<file path="config.mk">
export PLATFORM = sky130hd
export DESIGN_NAME = reg_file
export DESIGN_NICKNAME = d
export VERILOG_FILES = /design/src/rtl/reg_file_pkg.sv /design/src/rtl/reg_file.sv
export SDC_FILE = /design/constraint.sdc
export NUM_CORES = 1
export LEC_CHECK = 0
export BUFFER_PORTS_ARGS = -buffer_cell sky130_fd_sc_hd__buf_2
export CAP_MARGIN = 20
export CORE_MARGIN = 1.5
export CORE_UTILIZATION = 54
export DETAILED_ROUTE_END_ITERATION = 10
export GPL_TIMING_DRIVEN = 0
export PLACE_DENSITY = 0.86
export SLEW_MARGIN = 10
export SYNTH_ARGS = -nofsm -noshare
export SYNTH_HDL_FRONTEND = slang
export SYNTH_SLANG_ARGS = --single-unit
</file>
<file path="constraint.sdc">
create_clock -name clk -period 1.2 [get_ports clk]
set_input_delay 0.12 -clock clk [delete_from_list [all_inputs] [get_ports clk]]
set_output_delay 0.12 -clock clk [all_outputs]
set_load 0.1 [all_outputs]
</file>
<file path="src/rtl/reg_file_pkg.sv">
// Shared constants and data-word type for the register file.
// Default widths here set the reg_file parameter defaults.
package reg_file_pkg;

    localparam int REG_FILE_DATA_W = 8;
    localparam int REG_FILE_ADDR_W = 2;

    typedef logic [REG_FILE_DATA_W-1:0] word_t;

endpackage

</file>
<file path="src/rtl/reg_file.sv">
// Two-read / one-write register file with combinational reads and async reset.
// Optional same-cycle write forwarding when REG_FILE_BYPASS_EN is defined.
module reg_file
    import reg_file_pkg::*;
#(
    parameter int DATA_W = REG_FILE_DATA_W,
    parameter int ADDR_W = REG_FILE_ADDR_W
) (
    input  logic              clk,
    input  logic              reset,
    input  logic [ADDR_W-1:0] address_a,
    input  logic [ADDR_W-1:0] address_b,
    input  logic              write_enable,
    input  logic [DATA_W-1:0] write_data,
    output logic [DATA_W-1:0] data_a,
    output logic [DATA_W-1:0] data_b
);

    localparam int DEPTH = 2 ** ADDR_W;

    logic [DATA_W-1:0] regs [DEPTH];

    // Address A doubles as the write address.
    always_ff @(posedge clk or posedge reset) begin
        if (reset) begin
            for (int i = 0; i < DEPTH; i++) begin
                regs[i] <= '0;
            end
        end else if (write_enable) begin
            regs[address_a] <= write_data;
        end
    end

    always_comb begin
        data_a = regs[address_a];
        data_b = regs[address_b];
`ifdef REG_FILE_BYPASS_EN
        // Forward the in-flight write to any port reading the write address.
        if (write_enable && !reset) begin
            data_a = write_data;
            if (address_b == address_a) begin
                data_b = write_data;
            end
        end
`endif
    end

endmodule

</file>
* Yosys cells after proc, flatten, opt, wreduce, memory -nomap -nowiden
Cells that the tools add are included.
** Storage, ports and cells
- Bits in registers :: 32
- Word-level logic and storage cells :: 19
** Operators by class
- Order comparisons :: 3
- Reductions and logical operators :: 1
- Bitwise gates (word level) :: 2
- Muxes and demuxes :: 9
** Operators by type and width (count)
- $mux 8 :: 5
- $bmux 8 s2 :: 2
- $bwmux 32 :: 1
- $demux 8 s2 :: 1
- $ge 3x3->1 const B :: 2
- $not 2->3 :: 2
- $lt 3x1->1 const B :: 1
- $logic_and 1x1->1 :: 1

* Depth between registers and ports, before layout
Gate-level depths: netlist of run 1.
- Depth after elaboration :: 6
- Gate-level depth with buffers :: 3
- Gate-level depth less buffers :: 2

* Worst setup path after synthesis of run 1
Ideal clock, no wire load.
- Kind :: reg-to-output
- Start :: register regs[16] in the netlist's numbering
- End :: output port data_a[0]
- Path buffers :: 0
- Data required time :: 1.080 ns
- Path slack :: -0.219 ns
- Arrival time :: 1.299 ns
- Cell stages (with the launch flop) :: 2
- Path through :: dfrtp_1 > mux4_1
** Between the ends
- Word-level cells in the longest chain between the ends :: 3
** Ends and longest elaborated chain
- from (decl) :: line reg_file.sv:21 : logic [DATA_W-1:0] regs [DEPTH];
- from (signal, indexed assignment) :: line reg_file.sv:30 : regs[address_a] <= write_data;
- $bmux 8 s2 :: line reg_file.sv:35 : data_a = regs[address_a];
- $mux 8 (implied by the code) (2 in series) :: line reg_file.sv:35
- to (decl) :: line reg_file.sv:15 : output logic [DATA_W-1:0] data_a,
Every way passes these cells. The select of a mux whose other input is x is not followed.

* Worst setup path in the final report of run 1
- Start :: register regs[25] in the netlist's numbering
- End :: output port data_a[1]
The elaborated chain is that of the path after synthesis.

==> results of run 1 <==
[cells in the mapped netlist (all sizes together)]
cell type / number
buf: 4
dfrtp: 32
inv: 1
mux2: 32
mux4: 16
nand3: 1
nand3b: 2
nor3b: 1
[cells by family (layout without fill, tap and decap cells)]
family	after synthesis	count (layout)
buffers and inverters	5	43
DFF	32	32
muxes	48	48
and+or+nand+nor	4	4
[worst max-delay path, stage by stage (launching register included)]
cell	delay, ns
dfrtp_1	0.42
mux4_2	0.49
buf_6	0.21
[final timing paths]
check / start / endpoint / slack [ns] / cells past startpoint
worst min-delay path: write_data[5] / regs[13] / 0.05 / 2
min in group asynchronous: reset / regs[30] / 0.38 / 3
worst min register to register: regs[12] / regs[12] / 0.53 / 1
worst max-delay path: regs[25] / data_a[1] / -0.38 / 2
worst max register to register: regs[17] / regs[17] / 0.40 / 1
max in group asynchronous: reset / regs[24] / 0.31 / 4
[final cells by class]
class	count	share of cell area [%]
Buffer	4	1.49
Clock buffer	7	3.22
Clock inverter	1	1.49
Inverter	1	0.186
Multi-Input combinational cell	52	38.3
Sequential cell	32	39.7
Tap cell	31	1.92
Timing Repair Buffer	30	13.8
[routing by layer]
layer | share of wire (%) | vias up | GRT usage (%)
met2 | 51 | 33 | 32.8
met4 | 1.7 | 0 | 8.31
li1 | - | 427 | -
met5 | 0 | - | 0
met3 | 4.8 | 8 | 7.14
met1 | 43 | 511 | 29.3
[power by group through the flow]
stage | registers, mW | clock network, mW | logic (mW)
2_1_floorplan | 1.39 | 0 | 1.48
3_3_place_gp | 1.42 | 0 | 1.65
4_1_cts | 1.42 | 0.937 | 1.89
6_report | 1.42 | 0.923 | 1.88
3_5_place_dp | 1.44 | 0 | 1.68
5_1_grt | 1.45 | 0.988 | 1.93
[stage by stage]
stage / power (mW) / TNS, ns / hold WS, ns
6_report: 4.22 / -5.47 / 0.0489
5_1_grt: 4.37 / -6.15 / 0.0439
4_1_cts: 4.24 / -5.57 / 0.0464
3_5_place_dp: 3.13 / -4.42 / 0.210
3_3_place_gp: 3.07 / -3.94 / 0.394
2_1_floorplan: 2.87 / -0.305 / 0.236
[repair_timing]
item / CTS / global route
gates resized for setup: 32 / 0
hold buffers: 1 / 0
hold endpoints to repair: 12 / 0
endpoints found under the setup margin: 16 / 16
==> results.md, run 1 <==
* Int Pwr at 2.47 mW
* Vias per std cell at 6.20
* Finished Core Util at 71.9%
* DRC violations left at 4
* Psw at 1.75 mW
* Grt ovf at 0
* CTS tree: built
* Type of the worst min-delay path: in2reg
* Seq cells post-synth at 32
* Synth top area cells: dfrtp_1 50%, mux2_2 22%, mux4_2 20%
* Fmax at 632 MHz
* Startpoint Class: flop
* Register area at 801 um2
* WP data arrival at 1.46 ns
* CTS root buffer: clkbuf_4
* Die Width at 57.6 um
* Mapped Area at 0.00161 mm2
* Leakage at 0.870 nW
* Largest net degree at the start of global routing at 21
* Mapped Cells at 89
* Syn_nets at 104
* Yosys cell types at 12
* CP max FO at 3
* Max rail drop VDD at 1.42 mV
* Worst setup EP type: output pin
* DRT Pass-1 Iters at 9
* Critical path class: reg2out
* Period utilisation layout at 132%
* Post-synthesis compound-gate area fraction at 0%
* Die area at 0.00332 mm2
* CTS clock-pin slew for the worst setup and hold paths at 0.11 ns
* Pre-CTS WS at -0.223 ns
* Post-synthesis simple-gate area fraction at 3.18%
* Biggest register: regs
* Largest registers: regs: 32 flops
* GPL Wtd Cong at 0.671
* H-tree Lvls at 2
* Failing checks: design-rule violations, negative setup slack
* Share of the synthesized area in the top cell type at 49.7%
* DP Area at 0.00181 mm2
* Tmin final at 1.58 ns
* Initial antenna violation count at 0
* Area leader, netlist: dfrtp_1
* Layout cells sized above 1 at 72.4%
* Slew Limit Fails at 0
* Max-cap violations at 0
* Final worst clock skew at 0 ns
* Final hold viol count at 0
* I/O Buffers at 28
* Area growth syn-to-layout at 25.2%
* Max reg flops at 32
* DR vias at 979
* Status: finished, violations left
* Avg Inst Size Synth at 18.1 um2
* # diodes at 0
* Starting density of the core at 57.4%
* Worst-margin pin slew at 0.577 ns
* Rel. slew slack at 61.5%
* Worst-Skew Late Latency at 0.33 ns
* Clk sinks at 32
* Initial DRC count at 30
* Seq/Total Area, Yosys at 49.7%
* Vias in the first global route at 1049
* IO Pins at 31
* Final setup viols at 16
* Most frequent cells in the layout: 32 x mux2_2, 32 x dfrtp_1, 17 x buf_6, 16 x mux4_2, 12 x buf_2
* Die Y at 57.6 um
* Wirelength per Cell at 20.0 um
* Clk buf depth at 2
* Final Instance Area at 0.00202 mm2
* Site Rows at 19
* Fillers at 186
* Detailed Route WL at 3.17 mm
* XOR/XNOR share of the synthesized area at 0%
* Clock power share at 21.9%
* Gr usage total at 21.6%
* Final net count at 141
* Core Region at 0.00281 mm2
* Net Sw Frac at 41.5%
* Post-synthesis mux area share at 45.2%
* Inst Count DP at 149
* Buffers inserted by post-CTS timing repair at 0
* Final ANT Viol Nets at 0
* Cts bufs inserted at 5
* Final Non-Filler Cells at 158
* Adder-cell share of the synthesized area at 0%
* First-pass GRT wire length at 5.09 mm
* Multi-input combinational cell area at 772 um2
* Req. time, crit path at 1.08 ns
* Worst setup margin at -0.381 ns
* PD cells at 2090 mW/mm2
* Post-DP HPWL at 2.16 mm
* RSZ-0062 raised after global routing: yes
* Comb pwr share at 44.5%
* Sequential power share at 33.7%
* Largest family of logic cells by synthesized area: multiplexers
* Yosys warnings at 0
Note: power is estimated with default switching activity, not from simulation.
==> run 2: changes to the inputs <==
- SETUP_SLACK_MARGIN: unset -> 0.5
==> run 2 against run 1 <==
  * The run ends with design-rule violations, negative hold slack, negative setup slack left
  * Utilization grew 6.2 points
  * Sequential cell count stayed put
  * Die area is the same
  * Clock-buffer cell count fell by 1
  * Clock power shrank 39%
  * Sequential share of layout area decreased by 3.2 points
  * Routed wire length is 8.3% higher
  * Global-route usage increased by 1.8 points
  * Clock skew unchanged
  * Setup slack better by 0.015 ns
  * Highest routed layer unchanged
==> results.md, run 2 (synthesis results as in run 1) <==
* Max-cap violations at 0
* Crit path buffers/inverters at 1
* Final ANT Viol Nets at 0
* Largest net degree at the start of global routing at 33
* Detailed Route WL at 3.43 mm
* Status: finished, violations left
* Post-DP HPWL at 2.22 mm
* Net Sw Frac at 43.3%
* Startpoint Class: flop
* CP peak stage delay at 0.50 ns
* Worst setup EP type: output pin
* DRT Pass-1 Iters at 7
* Failing checks: design-rule violations, negative hold slack, negative setup slack
* Tmin final at 1.57 ns
* Rel. slew slack at 55.4%
* Int Pwr at 2.34 mW
* Core Region at 0.00281 mm2
* Final hold viol count at 32
* Max rail drop VDD at 1.29 mV
* Most frequent cells in the layout: 32 x dfrtp_1, 30 x mux2_4, 16 x mux4_2, 15 x buf_6, 9 x buf_2
* Sequential power share at 34.9%
* Wirelength per Cell at 21.0 um
* Final setup viols at 16
* # diodes at 0
* Biggest register: regs
* WP data arrival at 1.45 ns
* Final net count at 147
* Final worst clock skew at 0 ns
* RSZ-0062 raised after global routing: yes
* Req. time, crit path at 1.08 ns
* Cts bufs inserted at 5
* Levels on crit path at 2
* Worst-Skew Late Latency at 0.33 ns
* Gr usage total at 23.4%
* Type of the worst min-delay path: in2async
* Vias in the first global route at 1058
* H-tree Lvls at 2
* Site Rows at 19
* Clk buf depth at 2
* Max reg flops at 32
* DP Area at 0.00193 mm2
* Top delay family on crit path: multiplexers
* Vias per std cell at 6.04
* Slew Limit Fails at 0
* Worst setup margin at -0.366 ns
* Fin Hold WS at -0.141 ns
* Clock power share at 13.7%
* Final Instance Area at 0.00219 mm2
* Leakage at 1.04 nW
* IO Pins at 31
* Period utilisation layout at 131%
* DRC violations left at 5
* Psw at 1.79 mW
* CTS tree: built
* Initial antenna violation count at 0
* Fin Setup TNS at -5.55 ns
* Layout cells sized above 1 at 74.2%
* First-pass GRT wire length at 5.50 mm
* CP max FO at 3
* Worst-margin pin slew at 0.668 ns
* Finished Core Util at 78.2%
* PD cells at 1880 mW/mm2
* Fmax at 639 MHz
* Die Width at 57.6 um
* I/O Buffers at 28
* Die Y at 57.6 um
* Grt ovf at 0
* DR vias at 985
* CTS clock-pin slew for the worst setup and hold paths at 0.10 ns
* Starting density of the core at 57.4%
* Area growth syn-to-layout at 36.1%
* Reg2reg path depth at 2
* GPL Wtd Cong at 0.744
* Clk sinks at 32
* Comb pwr share at 51.4%
* Largest registers: regs: 32 flops
* Fillers at 164
* Critical path class: reg2out
* CP max stage cell: mux4_2
* Critical Path, Cell by Cell: mux4_2 -> buf_12
* Most common cell after layout, fill and taps aside: dfrtp_1
* Initial DRC count at 26
* CTS root buffer: clkbuf_4
* Die area at 0.00332 mm2
## run 2: per-layer routing
metal / part of all wire [%] / global-route usage (%)
met5: 0 / 0
met2: 50 / 35.6
met3: 3.7 / 4.91
met1: 44 / 31.7
met4: 2.2 / 13.3
## run 2: what timing repair did
action                                  in CTS  in global routing
hold endpoints to repair                    32                 32
pin swaps                                    0                  1
buffers inserted                             2                  6
gates cloned                                 0                  0
endpoints found under the setup margin      48                 48
gates resized for setup                     37                 13
## run 2: path summary, 6_finish.rpt
| check | startpoint | end | slack [ns] |
|---|---|---|---|
| max in group asynchronous | reset | regs[8] | 0.95 |
| hold reg to reg | regs[13] | regs[13] | 0.54 |
| hold / removal | reset | regs[25] | -0.14 |
| setup reg to reg | regs[1] | regs[1] | 0.30 |
| min in group clk | write_data[0] | regs[16] | 0.05 |
| setup / recovery | regs[15] | data_b[7] | -0.37 |
## run 2: area by class of cell
| cell class | count | area (um2) | area share (%) |
|---|---|---|---|
| clock buffer | 6 | 41.3 | 1.88 |
| timing repair buffer | 36 | 339 | 15.5 |
| clock inverter | 1 | 5.00 | 0.228 |
| tap | 31 | 38.8 | 1.77 |
| multi-input combinational | 52 | 910 | 41.5 |
| buffer | 4 | 51.3 | 2.34 |
| sequential | 32 | 801 | 36.5 |
| inverter | 1 | 7.51 | 0.342 |
## run 2: power groups by stage
| stage | sequential [mW] | combinational [mW] | clock [mW] |
|---|---|---|---|
| 6_report | 1.44 | 2.12 | 0.566 |
| 5_1_grt | 1.46 | 2.19 | 0.623 |
| 4_1_cts | 1.44 | 2.01 | 0.586 |
| 3_5_place_dp | 1.45 | 1.79 | 0 |
| 3_3_place_gp | 1.43 | 1.76 | 0 |
| 2_1_floorplan | 1.40 | 1.58 | 0 |
## run 2: per-stage QoR
stage	setup slack, ns	std cells	power [mW]
after floorplan	-0.0191	89	2.98
after global placement	-0.206	148	3.19
after detailed placement	-0.236	148	3.24
after CTS	-0.366	157	4.04
after global routing	-0.399	163	4.28
final	-0.366	163	4.13
==> run 3: changes to the inputs <==
--- a/config.mk
+++ b/config.mk
@@ -13,3 +13,3 @@
 export GPL_TIMING_DRIVEN = 0
-export PLACE_DENSITY = 0.86
+export PLACE_DENSITY_LB_ADDON = 0.1
 export SETUP_SLACK_MARGIN = 0.5
==> constraint.sdc (replaced) <==
create_clock -name clk -period 1.2 [get_ports clk]
set_input_delay 0.24 -clock clk [delete_from_list [all_inputs] [get_ports clk]]
set_output_delay 0.24 -clock clk [all_outputs]
set_load 0.1 [all_outputs]
==> run 3 against run 2 <==
  * Via count rose by 0.61%
  * Clock power rose by 17%
  * Largest power group unchanged
  * Sequential power about the same
  * Highest routed layer unchanged
  * The flow still finishes with violations (design-rule violations, negative hold slack, negative setup slack)
  * Critical endpoint is now data_a[4]
==> results.md, run 3 (synthesis results as in run 1) <==
* Vias per std cell at 6.19
* Crit path buffers/inverters at 1
* Startpoint Class: flop
* Top delay family on crit path: multiplexers
* Initial DRC count at 34
* Period utilisation layout at 143%
* Vias in the first global route at 1123
* CP peak stage delay at 0.49 ns
* Tmin final at 1.72 ns
* CTS root buffer: clkbuf_4
* I/O Buffers at 28
* Final worst clock skew at 0 ns
* Final ANT Viol Nets at 0
* Final hold viol count at 17
* RSZ-0062 raised after global routing: yes
* Max rail drop VDD at 1.04 mV
* Largest registers: regs: 32 flops
* CTS tree: built
* Status: finished, violations left
* Leakage at 1.05 nW
* Type of the worst min-delay path: in2async
* Core Region at 0.00281 mm2
* Req. time, crit path at 0.96 ns
* GPL Wtd Cong at 0.709
* Finished Core Util at 79.2%
* Critical path class: reg2out
* Initial antenna violation count at 0
* Fin Hold WS at -0.0191 ns
* Die Y at 57.6 um
* Worst setup margin at -0.516 ns
* Cts bufs inserted at 5
* Grt ovf at 0
* Gr usage total at 26.3%
* DR vias at 991
* DP Area at 0.00189 mm2
* Most frequent cells in the layout: 32 x dfrtp_1, 31 x mux2_4, 19 x buf_6, 16 x mux4_2, 10 x buf_2
* Worst-margin pin slew at 0.692 ns
* PD cells at 1880 mW/mm2
* Biggest register: regs
* Clk buf depth at 2
* R2R setup slack at 0.39 ns
* Clk sinks at 32
* Worst-Skew Late Latency at 0.33 ns
* Die Width at 57.6 um
* CTS clock-pin slew for the worst setup and hold paths at 0.11 ns
* CP max FO at 3
* Die area at 0.00332 mm2
* DRC violations left at 1
* Hold Buf Count CTS at 0
* Failing checks: design-rule violations, negative hold slack, negative setup slack
* Site Rows at 19
* Slew Limit Fails at 0
* CP max stage cell: mux4_2
* First-pass GRT wire length at 6.15 mm
* Largest net degree at the start of global routing at 33
* Layout cells sized above 1 at 73.6%
* Fillers at 165
* Starting density of the core at 57.4%
* Area growth syn-to-layout at 37.8%
* Rel. slew slack at 53.8%
* Critical Path, Cell by Cell: mux4_2 -> buf_6
* Fmax at 583 MHz
* DRT Pass-1 Iters at 9
* Final Instance Area at 0.00222 mm2
* Detailed Route WL at 3.75 mm
* Worst setup EP type: output pin
* WP data arrival at 1.48 ns
* # diodes at 0
* Final setup viols at 16
* Wirelength per Cell at 23.4 um
* Final net count at 143
* Post-DP HPWL at 2.15 mm
* IO Pins at 31
* Max-cap violations at 0
* Max reg flops at 32
* Most common cell after layout, fill and taps aside: dfrtp_1
* H-tree Lvls at 2
-- run 3: routing by layer --
layer | track usage [%] | vias to the layer above | share of wire, %
met5 | 0 | - | 0
met4 | 13.6 | 0 | 2.8
met3 | 5.36 | 12 | 3.8
met2 | 41.7 | 31 | 50
met1 | 34.6 | 516 | 43
li1 | - | 432 | -
-- run 3: worst paths after layout --
kind                          startpoint         to  depth (start not counted)
max                             regs[20]  data_a[4]                          2
min                                reset   regs[14]                          2
max reg2reg                     regs[24]   regs[24]                          1
min reg2reg                     regs[22]   regs[22]                          1
max in group asynchronous          reset   regs[30]                          2
min in group clk           write_data[6]   regs[22]                          2
-- run 3: repair_timing --
item | CTS | global route
endpoints found under the setup margin | 48 | 48
cloned | 1 | 0
pin swaps | 2 | 1
endpoints found under the hold margin | 0 | 0
resized for setup | 61 | 2
buffers inserted | 3 | 0
-- run 3: stage by stage --
stage / power [mW] / setup slack (ns) / setup TNS [ns] / std cells / hold slack [ns]
after floorplan: 2.95 / -0.168 / -2.61 / 89 / 0.168
after global placement: 3.16 / -0.404 / -8.08 / 148 / 0.371
after detailed placement: 3.20 / -0.406 / -8.66 / 148 / 0.383
after CTS: 4.14 / -0.478 / -7.49 / 160 / 0.0165
after global routing: 4.30 / -0.537 / -8.09 / 160 / 0.0439
final: 4.17 / -0.516 / -7.63 / 160 / -0.0191
-- run 3: layout make-up --
cell class                      count  area [um2]  share of cell area (%)
Tap cell                           31        38.8                    1.75
Multi-Input combinational cell     52         913                    41.1
Buffer                              4        65.1                    2.93
Inverter                            1        7.51                   0.338
Sequential cell                    32         801                    36.1
Timing Repair Buffer               32         337                    15.2
Clock buffer                        8        58.8                    2.65
-- run 3: report_power, final --
part | internal (mW) | switching [mW] | leakage [nW] | total (mW)
sequential | 1.28 | 0.166 | 0.379 | 1.45
combinational | 0.785 | 1.27 | 0.637 | 2.06
clock | 0.289 | 0.375 | 0.0326 | 0.664
total | 2.36 | 1.81 | 1.05 | 4.17
